**src/rtl/pc_exception_unit.sv**
```systemverilog
// PC sequencer for the MIPS datapath with precise exceptions, EPC/CAUSE capture,
// a RUN/HANDLER/HALT mode FSM and a saturating taken-exception counter.
module pc_exception_unit #(
    parameter int              PC_W      = 32,
    parameter logic [PC_W-1:0] RESET_VEC = '0,
    parameter logic [PC_W-1:0] EXC_VEC   = 'h80,
    parameter int              EXC_N     = 4,
    parameter int              CNT_W     = 8,
    localparam int             CW        = (EXC_N > 1) ? $clog2(EXC_N) : 1
) (
    input  logic             SYS_clk,
    input  logic             SYS_reset,
    input  logic             SYS_load,
    input  logic [PC_W-1:0]  SYS_pc_val,
    input  logic             stall,
    input  logic [31:0]      instruction,
    input  logic             branch,
    input  logic             zero,
    input  logic             jump,
    input  logic [EXC_N-1:0] exc_req,
    input  logic             eret,
    output logic [PC_W-1:0]  pc,
    output logic [PC_W-1:0]  epc,
    output logic [CW-1:0]    cause,
    output logic             in_handler,
    output logic             halted,
    output logic             flush,
    output logic [CNT_W-1:0] exc_count
);

    typedef enum logic [1:0] {RUN, HANDLER, HALT} state_t;

    state_t           state_q, state_d;
    logic [PC_W-1:0]  pc_d, epc_d;
    logic [CW-1:0]    cause_d, exc_idx;
    logic [CNT_W-1:0] cnt_d, cnt_inc;
    logic [PC_W-1:0]  pc4, br_off, br_tgt, jmp_tgt;
    logic [5:0]       opcode;
    logic             br_taken, exc_any;

    assign opcode   = instruction[31:26];
    assign exc_any  = |exc_req;
    assign flush    = exc_any;
    assign pc4      = pc + PC_W'(4);
    assign br_off   = {{(PC_W-18){instruction[15]}}, instruction[15:0], 2'b00};
    assign br_tgt   = pc4 + br_off;
    assign br_taken = branch && (((opcode == 6'h04) && zero) || ((opcode == 6'h05) && !zero));
    assign cnt_inc  = (exc_count == '1) ? exc_count : exc_count + CNT_W'(1);

    assign in_handler = (state_q == HANDLER);
    assign halted     = (state_q == HALT);

    // Jump keeps the pc4 bits above 27; with PC_W=28 the whole PC is the jump field.
    always_comb begin
        jmp_tgt       = pc4;
        jmp_tgt[27:0] = {instruction[25:0], 2'b00};
    end

    // Lowest set request index wins, so scan from the top down.
    always_comb begin
        exc_idx = '0;
        for (int i = EXC_N - 1; i >= 0; i--) begin
            if (exc_req[i]) exc_idx = CW'(i);
        end
    end

    always_comb begin
        state_d = state_q;
        pc_d    = pc;
        epc_d   = epc;
        cause_d = cause;
        cnt_d   = exc_count;
        if (SYS_load) begin
            pc_d    = {SYS_pc_val[PC_W-1:2], 2'b00};
            state_d = RUN;
        end else if (state_q == HALT) begin
            state_d = HALT;
        end else if (exc_any && (state_q == RUN)) begin
            epc_d   = pc;
            cause_d = exc_idx;
            pc_d    = EXC_VEC;
            state_d = HANDLER;
            cnt_d   = cnt_inc;
        end else if (exc_any) begin
            // A fault while already handling one is unrecoverable.
            state_d = HALT;
            cnt_d   = cnt_inc;
        end else if (eret && (state_q == HANDLER)) begin
            pc_d    = epc + PC_W'(4);
            state_d = RUN;
        end else if (stall) begin
            pc_d = pc;
        end else if (jump) begin
            pc_d = jmp_tgt;
        end else if (br_taken) begin
            pc_d = br_tgt;
        end else begin
            pc_d = pc4;
        end
    end

    always_ff @(negedge SYS_clk or posedge SYS_reset) begin
        if (SYS_reset) begin
            state_q   <= RUN;
            pc        <= RESET_VEC;
            epc       <= '0;
            cause     <= '0;
            exc_count <= '0;
        end else begin
            state_q   <= state_d;
            pc        <= pc_d;
            epc       <= epc_d;
            cause     <= cause_d;
            exc_count <= cnt_d;
        end
    end

endmodule
```
**config.mk**
```make
export PLATFORM = sky130hd
export DESIGN_NAME = pc_exception_unit
export DESIGN_NICKNAME = d
export VERILOG_FILES = /design/src/rtl/pc_exception_unit.sv
export SDC_FILE = /design/constraint.sdc
export NUM_CORES = 1
export LEC_CHECK = 0
export CAP_MARGIN = 5
export CORE_ASPECT_RATIO = 0.7
export CORE_MARGIN = 1
export CORE_UTILIZATION = 38
export DETAILED_ROUTE_END_ITERATION = 6
export PLACE_DENSITY_LB_ADDON = 0.25
export SYNTH_ARGS = -nofsm -noshare
export SYNTH_HDL_FRONTEND = slang
export SYNTH_SLANG_ARGS = --single-unit
```
**constraint.sdc**
```tcl
create_clock -name SYS_clk -period 5.35 [get_ports SYS_clk]
set_clock_uncertainty 0.2 [all_clocks]
set_input_delay 1.07 -clock SYS_clk [delete_from_list [all_inputs] [get_ports SYS_clk]]
set_output_delay 1.07 -clock SYS_clk [all_outputs]
set_load 0.01 [all_outputs]
```
Yosys cells after proc, flatten, opt, wreduce, memory -nomap -nowiden --
Cells that the tools add are included. Widths: inputs -> output; s select.
Word-level totals: logic and storage cells 53, bits of input ports 76, output and inout port bits 77, bits in registers 76
Cells by class: $add $sub $neg 4, bitwise operators 2, reduce and logical (&&, ||, !) cells 14, equal/unequal tests 8, multiplexer cells 20
Operator list (count):
- $mux 32 | 8
- $add 32x3->32 const B | 2
- $add 32x32->32 | 1
- $mux 8 | 3
- $mux 2 | 9
- $eq 6x3->1 const B | 2
- $reduce_and 3->1 | 3
- $add 8x1->8 const B | 1
- $eq 8x8->1 const B | 1
- $logic_and 1x1->1 | 5
- $reduce_bool 5->1 | 1
- $ne 4x2->1 const B | 1
- $reduce_or 4->1 | 1
- $ne 3x2->1 const B | 1
- $eq 2x1->1 const B | 1
- $eq 2x2->1 const B | 1
- $logic_not 2->1 | 1
- $ne 2x2->1 const B | 1
- $not 1->1 | 2
- $reduce_bool 2->1 | 1
- $logic_not 1->1 | 1
- $logic_or 1x1->1 | 1

Longest topological paths before layout --
Gate-level depths: netlist of run 1.
depth after elaboration 12, depth in mapped cells 18

==> metrics.txt, run 1 <==
Psw 0.00142 W; peak supply drop 0.000190 V; final hold viol count 0; core area 17300 sq um; most common cell after layout, fill and taps aside buf_4; YS warnings 0; Post-Synthesis Cells 788; num rows 40; Layout Nets 1258; Synth Cell Area 6800 sq um; share of layout cells above drive strength 1 38.9%; Worst Hold Class reg -> reg; Max-cap violations 0; Num Clock Sinks 76; CTS tree done; fin. max-slew vios 0; overall power 0.00369 W; Crit path required time 2660 ps; Final ANT Viol Nets 0; Routed WL 27000 um; cell area power density 321 nW/um^2; fin util 66.4%; die width 162 um; failing checks design-rule violations, negative setup slack; Syn Nets 902; RePlAce Congestion 0.931; DRT Pass-1 Iters 7; Slew headroom 59.4%; post-route setup slack -507 ps; largest net degree at the start of global routing 41; worst path cell trace buf_8, ha_4, inv_2, fa_2, nor2b_2, o21a_1, o21ai_4, buf_6, a21oi_4, a21oi_4, buf_6, o211ai_1, xor2_1, nor2_1, o31ai_2; Worst-Skew Late Latency 350 ps; Avg Vias per Cell 5.74; number of distinct library cells after synthesis 79; cell family with the largest share of critical-path delay compound AO/OA/AOI/OAI gates; Seq/Total Area, Yosys 28.0%; worst setup path class in -> reg; Comb power frac 58.5%; clk slew on worst S/H paths 50 ps; GRT overflow 0; Seq pwr share 23.5%; Slowest-stage cell, CP fa_2; Syn Area/Cell 8.63 sq um; nature of the critical path endpoint register; internal power 0.00227 W; critical path buffer and inverter count 4; power share of the clock group 18.0%; Synth area leaders dfrtn_1, ha_1, xnor2_1; Worst setup SP type input pin; Top FF cell, synth dfrtn_1; Detailed Route Iter0 Violations 752; routed len/inst 19.6 um; max incr delay on CP 380 ps; root buf cell clkbuf_16; Worst-Margin Slew 606 ps; status finished with violations; Crit Path Max Fanout 3; Hold WS 254 ps; unrepaired setup endpoints after global routing true; Switching Share 38.4%; first-pass GRT wire length 42600 um; most frequent cells in the layout buf_4, clkdlybuf4s50_1, dfrtn_1; DRC viols 3; number of diodes 0; post-synth top area cell dfrtn_1; Die Area 18400 sq um; initial antenna violation count 0; # IOs 153; HPWL after DPL 20200 um; EDFF count, synth 0; routed via count 7923; share of synthesized registers carrying an async set or reset 100%; crit path DAT 3170 ps; die height 114 um; vias in the first global route 7781; post-synth top area share 28.0%; synthesized flop and latch total 76; number of port buffers 150; Setup TNS -9890 ps; TritonCTS Buffers 9; final setup fails 27; clk buf depth 2; Initial Util 39.3%; H-tree Lvls 3; Leak Pwr 5.06 nW; GRT Util Overall 29.8%; area grow syn2layout 69.3%
==> path summary, 6_finish.rpt <==
| kind | start | endpoint | slack, ps | depth (start not counted) |
|---|---|---|---|---|
| min in group asynchronous | SYS_reset | pc[1] | 3380 | 2 |
| worst min register to register | exc_count[4] | exc_count[4] | 250 | 1 |
| max in group asynchronous | SYS_reset | pc[26] | 1040 | 3 |
| worst max register to register | pc[7] | pc[25] | 1110 | 16 |
| worst max-delay path | instruction[0] | pc[30] | -510 | 15 |
| worst min-delay path | exc_count[4] | exc_count[4] | 250 | 1 |
==> cell usage after synthesis, types with 4 or more instances <==
| library cell | number |
|---|---|
| a211o_1 | 4 |
| a211oi_1 | 8 |
| a21o_1 | 23 |
| a21oi_1 | 43 |
| a221o_1 | 6 |
| a221oi_1 | 9 |
| a222oi_1 | 12 |
| a22oi_1 | 4 |
| a31oi_1 | 10 |
| and2_1 | 6 |
| and3_1 | 10 |
| and4_1 | 11 |
| buf_2 | 6 |
| clkbuf_1 | 31 |
| dfrtn_1 | 76 |
| ha_1 | 37 |
| inv_1 | 18 |
| mux2_2 | 28 |
| nand2_1 | 75 |
| nand2b_1 | 5 |
| nand3_1 | 30 |
| nand4_1 | 25 |
| nor2_1 | 56 |
| nor2b_1 | 5 |
| nor3_1 | 14 |
| o2111ai_1 | 5 |
| o211ai_1 | 12 |
| o21ai_0 | 38 |
| o21ai_1 | 14 |
| o21bai_1 | 4 |
| o311ai_0 | 4 |
| o31ai_1 | 4 |
| or3_1 | 6 |
| xnor2_1 | 52 |
| xor2_1 | 30 |
==> per-layer routing <==
layer / track usage [%] / part of all wire (%) / up-vias
li1: - / - / 3660
met1: 42.1 / 45 / 3809
met2: 47.2 / 44 / 408
met3: 5.05 / 8.6 / 46
met4: 7.42 / 2.0 / 0
met5: 0 / 0 / -
==> cells by family (layout without fill, tap and decap cells) <==
| kind of cell | Yosys count | after routing | share of synthesized area, % |
|---|---|---|---|
| AND/OR/NAND/NOR | 268 | 268 | 20.8 |
| AO/OA/AOI/OAI | 234 | 234 | 24.8 |
| XOR/XNOR | 83 | 83 | 10.8 |
| flip-flops | 76 | 76 | 28.0 |
| buffers and inverters | 60 | 421 | 3.75 |
| adder cells (fa/ha/maj) | 38 | 38 | 7.10 |
| multiplexers | 29 | 29 | 4.79 |
==> what timing repair did <==
item	in CTS	in global routing
pin swaps	92	66
hold buffers	0	0
buffers inserted	46	14
endpoints found under the setup margin	98	43
gates resized for setup	209	47
==> sequential cells by signal, summed over array words and instances (netlist names) <==
register,flops
epc,32
cause,2
state_q,2
exc_count,8
pc,32
==> power groups by stage <==
| stage | clock (W) | sequential (W) | combinational, W |
|---|---|---|---|
| floorplan | 0 | 0.000969 | 0.000830 |
| global placement | 0 | 0.000916 | 0.00172 |
| detailed placement | 0 | 0.000917 | 0.00175 |
| CTS | 0.000667 | 0.000865 | 0.00206 |
| global route | 0.000694 | 0.000885 | 0.00230 |
| finish | 0.000666 | 0.000866 | 0.00216 |
==> area by class of cell <==
cell class	count	area [sq um]
Fill cell	1384	5810
Clock inverter	7	91.3
Multi-Input combinational cell	652	5450
Timing Repair Buffer	386	3470
Sequential cell	76	1900
Tap cell	231	289
Clock buffer	9	225
Inverter	19	78.8
==> metrics by stage <==
step	cell area, sq um	setup WS [ps]	cells
after floorplan	7070	-551	788
after global placement	10000	-1260	1307
after detailed placement	10000	-1350	1307
after CTS	11200	-465	1368
after global routing	11500	-591	1380
final	11500	-507	1380
(Power assumes the default switching activity.)
==> run 2, diff against run 1 <==
--- a/config.mk
+++ b/config.mk
@@ -5,11 +5,11 @@
 export SDC_FILE = /design/constraint.sdc
 export NUM_CORES = 1
 export LEC_CHECK = 0
-export CAP_MARGIN = 5
 export CORE_ASPECT_RATIO = 0.7
 export CORE_MARGIN = 1
 export CORE_UTILIZATION = 38
 export DETAILED_ROUTE_END_ITERATION = 6
+export GPL_TIMING_DRIVEN = 0
 export PLACE_DENSITY_LB_ADDON = 0.25
 export SYNTH_ARGS = -nofsm -noshare
 export SYNTH_HDL_FRONTEND = slang
==> metrics.txt, run 2 (synthesis gave the netlist of run 1 again) <==
status finished with violations; failing checks negative setup slack; crit path DAT 3190 ps; routed via count 7668; worst hold endpoint exc_count[4]; # IOs 153; nature of the critical path endpoint register; num rows 40; number of port buffers 149; post-route setup slack -525 ps; worst path cell trace buf_12, ha_4, clkbuf_8, a21o_1, a21o_1, a21oi_2, and3b_2, o21ai_4, and3_4, o311ai_4, a311oi_4, a221o_1; Num Clock Sinks 76; clk slew on worst S/H paths 50 ps; Finished Layout Cells 1281; final hold viol count 0; initial antenna violation count 2; area grow syn2layout 54.0%; DRT Pass-1 Iters 7; clk buf depth 2; Initial Util 39.3%; unrepaired setup endpoints after global routing true; largest net degree at the start of global routing 42; RePlAce Congestion 0.953; hold_sp exc_count[4]; most frequent cells in the layout buf_4, clkdlybuf4s50_1, dfrtn_1; Slew headroom 45.2%; Worst setup SP type input pin; Final ANT Viol Nets 0; HPWL after DPL 19100 um; final setup fails 29; DRC viols 0; share of layout cells above drive strength 1 31.3%; reg-to-reg endpoint pc[28]; Detailed Route Iter0 Violations 680; Post-Place Cells 1169; critical path buffer and inverter count 2; root buf cell clkbuf_16; vias in the first global route 7435; die height 114 um; fin. max-slew vios 0; H-tree Lvls 3; cell family with the largest share of critical-path delay compound AO/OA/AOI/OAI gates; Crit Path Max Fanout 20; number of diodes 0; r2r setup slk 1130 ps; TritonCTS Buffers 9; CP dominant cell by count a21o_1; Hold Buf Count CTS 0; Register-to-Register Path Depth 17; Reg-to-Reg Start pc[11]; worst setup path class in -> reg; GRT Util Overall 29.6%; CTS tree done; Leak Pwr 4.42 nW; peak supply drop 0.000177 V; Die Area 18400 sq um; Worst-Skew Late Latency 350 ps; Slowest-stage cell, CP a221o_1; first-pass GRT wire length 41600 um; Worst Hold Depth 1; Crit path required time 2670 ps; max incr delay on CP 280 ps; core area 17300 sq um; Worst Hold Class reg -> reg; overall power 0.00347 W; fill cell count 1500; Routed WL 27400 um; most common cell after layout, fill and taps aside buf_4; cell area power density 331 nW/um^2; Max-cap violations 0; routed len/inst 21.4 um; Avg Vias per Cell 5.99; die width 162 um; Worst-Margin Slew 821 ps; GRT overflow 0; Layout Nets 1159; largest registers epc: 32 flops, pc: 32 flops, exc_count: 8 flops
[run 2: worst max-delay path by stage]
stage,startpoint,to,slack [ps],cells after the start
5_1_grt,instruction[11],pc[28],-580,11
2_1_floorplan,instruction[0],pc[10],-550,12
6_report,instruction[15],pc[28],-520,12
3_3_place_gp,instruction[15],pc[28],-1930,12
3_5_place_dp,instruction[15],pc[28],-1970,12
4_1_cts,instruction[0],pc[28],-540,13
[run 2: worst reg2reg max path: stages, from the launching register on]
cell,delay [ps]
dfrtn_1,460
buf_4,170
and4_1,200
buf_4,150
and3_1,300
nand4_1,190
xnor2_1,380
ha_4,270
clkbuf_8,150
a21o_1,170
a21o_1,180
a21oi_2,170
and3b_2,230
o21ai_4,70
and3_4,180
o311ai_4,250
a311oi_4,70
a221o_1,280
[run 2: per-layer routing]
metal / global-route usage, % / part of all wire (%)
met1: 40.8 / 44
met2: 45.6 / 43
met3: 8.33 / 11
met4: 6.92 / 1.8
met5: 0 / 0.044
[run 2: final cells by class]
cell class / count / area [sq um] / area share, %
Multi-Input combinational cell: 652 / 5340 / 51.0
Buffer: 35 / 267 / 2.55
Timing Repair Buffer: 252 / 2290 / 21.9
Inverter: 19 / 75.1 / 0.717
Sequential cell: 76 / 1900 / 18.2
Clock inverter: 6 / 71.3 / 0.681
Clock buffer: 10 / 239 / 2.28
Tap cell: 231 / 289 / 2.76
[run 2: timing repair]
item | in CTS | in global routing
buffers inserted | 85 | 18
setup endpoints to repair | 126 | 39
cloned | 1 | 0
resized for setup | 233 | 48
pin swaps | 88 | 42
[run 2: per-stage QoR]
| stage | cell area (sq um) | setup TNS, ps | hold slack [ps] | util (%) | setup WS, ps |
|---|---|---|---|---|---|
| 6_report | 10500 | -8820 | 252 | 60.5 | -525 |
| 5_1_grt | 10500 | -11390 | 311 | 60.5 | -584 |
| 4_1_cts | 10200 | -8370 | 252 | 59.2 | -537 |
| 3_5_place_dp | 8870 | -71820 | 252 | 51.2 | -1970 |
| 3_3_place_gp | 8850 | -92370 | 254 | 51.1 | -1930 |
| 2_1_floorplan | 7070 | -8990 | 267 | - | -551 |
[run 2: where the power goes]
group | internal [W] | total (W) | switching (W)
Sequential | 0.000728 | 0.000868 | 0.000140
Clock | 0.000379 | 0.000651 | 0.000272
Combinational | 0.000976 | 0.00195 | 0.000972
==> run 3, diff against run 2 <==
--- a/config.mk
+++ b/config.mk
@@ -6,8 +6,8 @@
 export NUM_CORES = 1
 export LEC_CHECK = 0
 export CORE_ASPECT_RATIO = 0.7
-export CORE_MARGIN = 1
 export CORE_UTILIZATION = 38
+export CTS_BUF_LIST = sky130_fd_sc_hd__clkbuf_8
 export DETAILED_ROUTE_END_ITERATION = 6
 export GPL_TIMING_DRIVEN = 0
 export PLACE_DENSITY_LB_ADDON = 0.25
==> metrics.txt, run 3 (synthesis gave the netlist of run 1 again) <==
r2r setup slk 1130 ps; routed len/inst 21.4 um; unrepaired setup endpoints after global routing true; Reg-to-Reg Start pc[4]; Final Cell Area 10500 sq um; failing checks design-rule violations, negative setup slack; Register-to-Register Path Depth 16; Final ANT Viol Nets 0; most common cell after layout, fill and taps aside buf_4; Max-cap violations 0; fill cell count 1496; HPWL after DPL 19100 um; number of diodes 0; # IOs 153; Avg Vias per Cell 5.94; DRT Pass-1 Iters 7; Reg area 1900 sq um; worst setup path class in -> reg; clk buf depth 2; final setup fails 29; initial antenna violation count 0; Worst setup SP type input pin; Crit Path Max Fanout 20; share of layout cells above drive strength 1 31.8%; Routed WL 27600 um; DRC viols 1; cell area power density 318 nW/um^2; crit path DAT 3200 ps; status finished with violations; Worst-Skew Late Latency 350 ps; pre-CTS WS -1970 ps; most frequent cells in the layout buf_4, clkdlybuf4s50_1, dfrtn_1; Multi-input gate area 5350 sq um; GRT overflow 0; Die Area 18400 sq um; worst hold endpoint cause[1]; Slew headroom 45.6%; GRT Util Overall 29.5%; CTS tree done; die width 162 um; area post-placement 8870 sq um; Worst Hold Depth 2; Leak Pwr 4.42 nW; core area 17300 sq um; vias in the first global route 7368; final hold viol count 0; overall power 0.00334 W; routed via count 7666; Num Clock Sinks 76; first-pass GRT wire length 41500 um; Detailed Route Iter0 Violations 784; Layout Nets 1168; H-tree Lvls 3; peak supply drop 0.000171 V; Initial Util 39.3%; die height 114 um; reg-to-reg endpoint pc[28]; number of port buffers 149; fin. max-slew vios 0; area grow syn2layout 54.4%; TritonCTS Buffers 9; post-route setup slack -523 ps; Worst-Margin Slew 814 ps; hold_sp cause[1]; RePlAce Congestion 0.953; root buf cell clkbuf_8; nature of the critical path endpoint register; largest registers epc: 32 flops, pc: 32 flops, exc_count: 8 flops; Setup TNS -9200 ps; num rows 40; Crit path required time 2670 ps; largest net degree at the start of global routing 42; clk slew on worst S/H paths 60 ps; Worst Hold Class reg -> reg
## run 3: cell types whose count changed in the layout (fill, tap and decap cells not counted), sizes merged
cell	before	now
buf	128	138
clkbuf	40	34
dlygate4sd2	21	25
clkdlybuf4s50	96	98
dlymetal6s2s	6	5
## run 3: metal layers
layer  global-route usage [%]  vias up  share of wire [%]
met1                     41.4     3748                 44
met3                     6.55       36                 11
met2                     45.9      407                 44
met5                        0        -                  0
li1                         -     3475                  -
met4                     6.86        0                1.6
## run 3: worst max-delay path by stage
stage	slack, ps	from	endpoint
6_report	-520	instruction[15]	pc[28]
5_1_grt	-570	instruction[15]	pc[28]
4_1_cts	-530	instruction[0]	pc[28]
3_5_place_dp	-1970	instruction[15]	pc[28]
3_3_place_gp	-1930	instruction[15]	pc[28]
2_1_floorplan	-550	instruction[0]	pc[10]
## run 3: stage by stage
stage	cells	hold WS (ps)	util, %
after floorplan	788	267	-
after global placement	1168	254	51.1
after detailed placement	1169	252	51.2
after CTS	1268	253	58.7
after global routing	1290	312	60.6
final	1290	269	60.6
## run 3: layout make-up
type	count	area share, %
Buffer	35	2.63
Clock buffer	10	1.31
Clock inverter	6	0.680
Inverter	19	0.739
Multi-Input combinational cell	652	51.0
Sequential cell	76	18.1
Tap cell	231	2.75
Timing Repair Buffer	261	22.8
## run 3: where the power goes
group / internal [W] / switching (W) / total, W
combinational: 0.00100 / 0.000992 / 0.00199
clock: 0.000232 / 0.000252 / 0.000485
sequential: 0.000727 / 0.000131 / 0.000859
## run 3: worst max-delay path, cell delays in order
cell      delay, ps
buf_12          140
ha_4            240
clkbuf_8        150
a21o_1          170
a21o_1          180
a21oi_2         170
and3b_2         230
o21ai_4          70
and3_4          180
o311ai_4        250
a311oi_4         70
a221o_1         280
## run 3: what timing repair did
action,CTS,global route
resized for setup,232,50
setup endpoints to repair,130,39
pin swaps,87,39
gates cloned,1,0
hold buffers,0,0
setup buffers,87,25
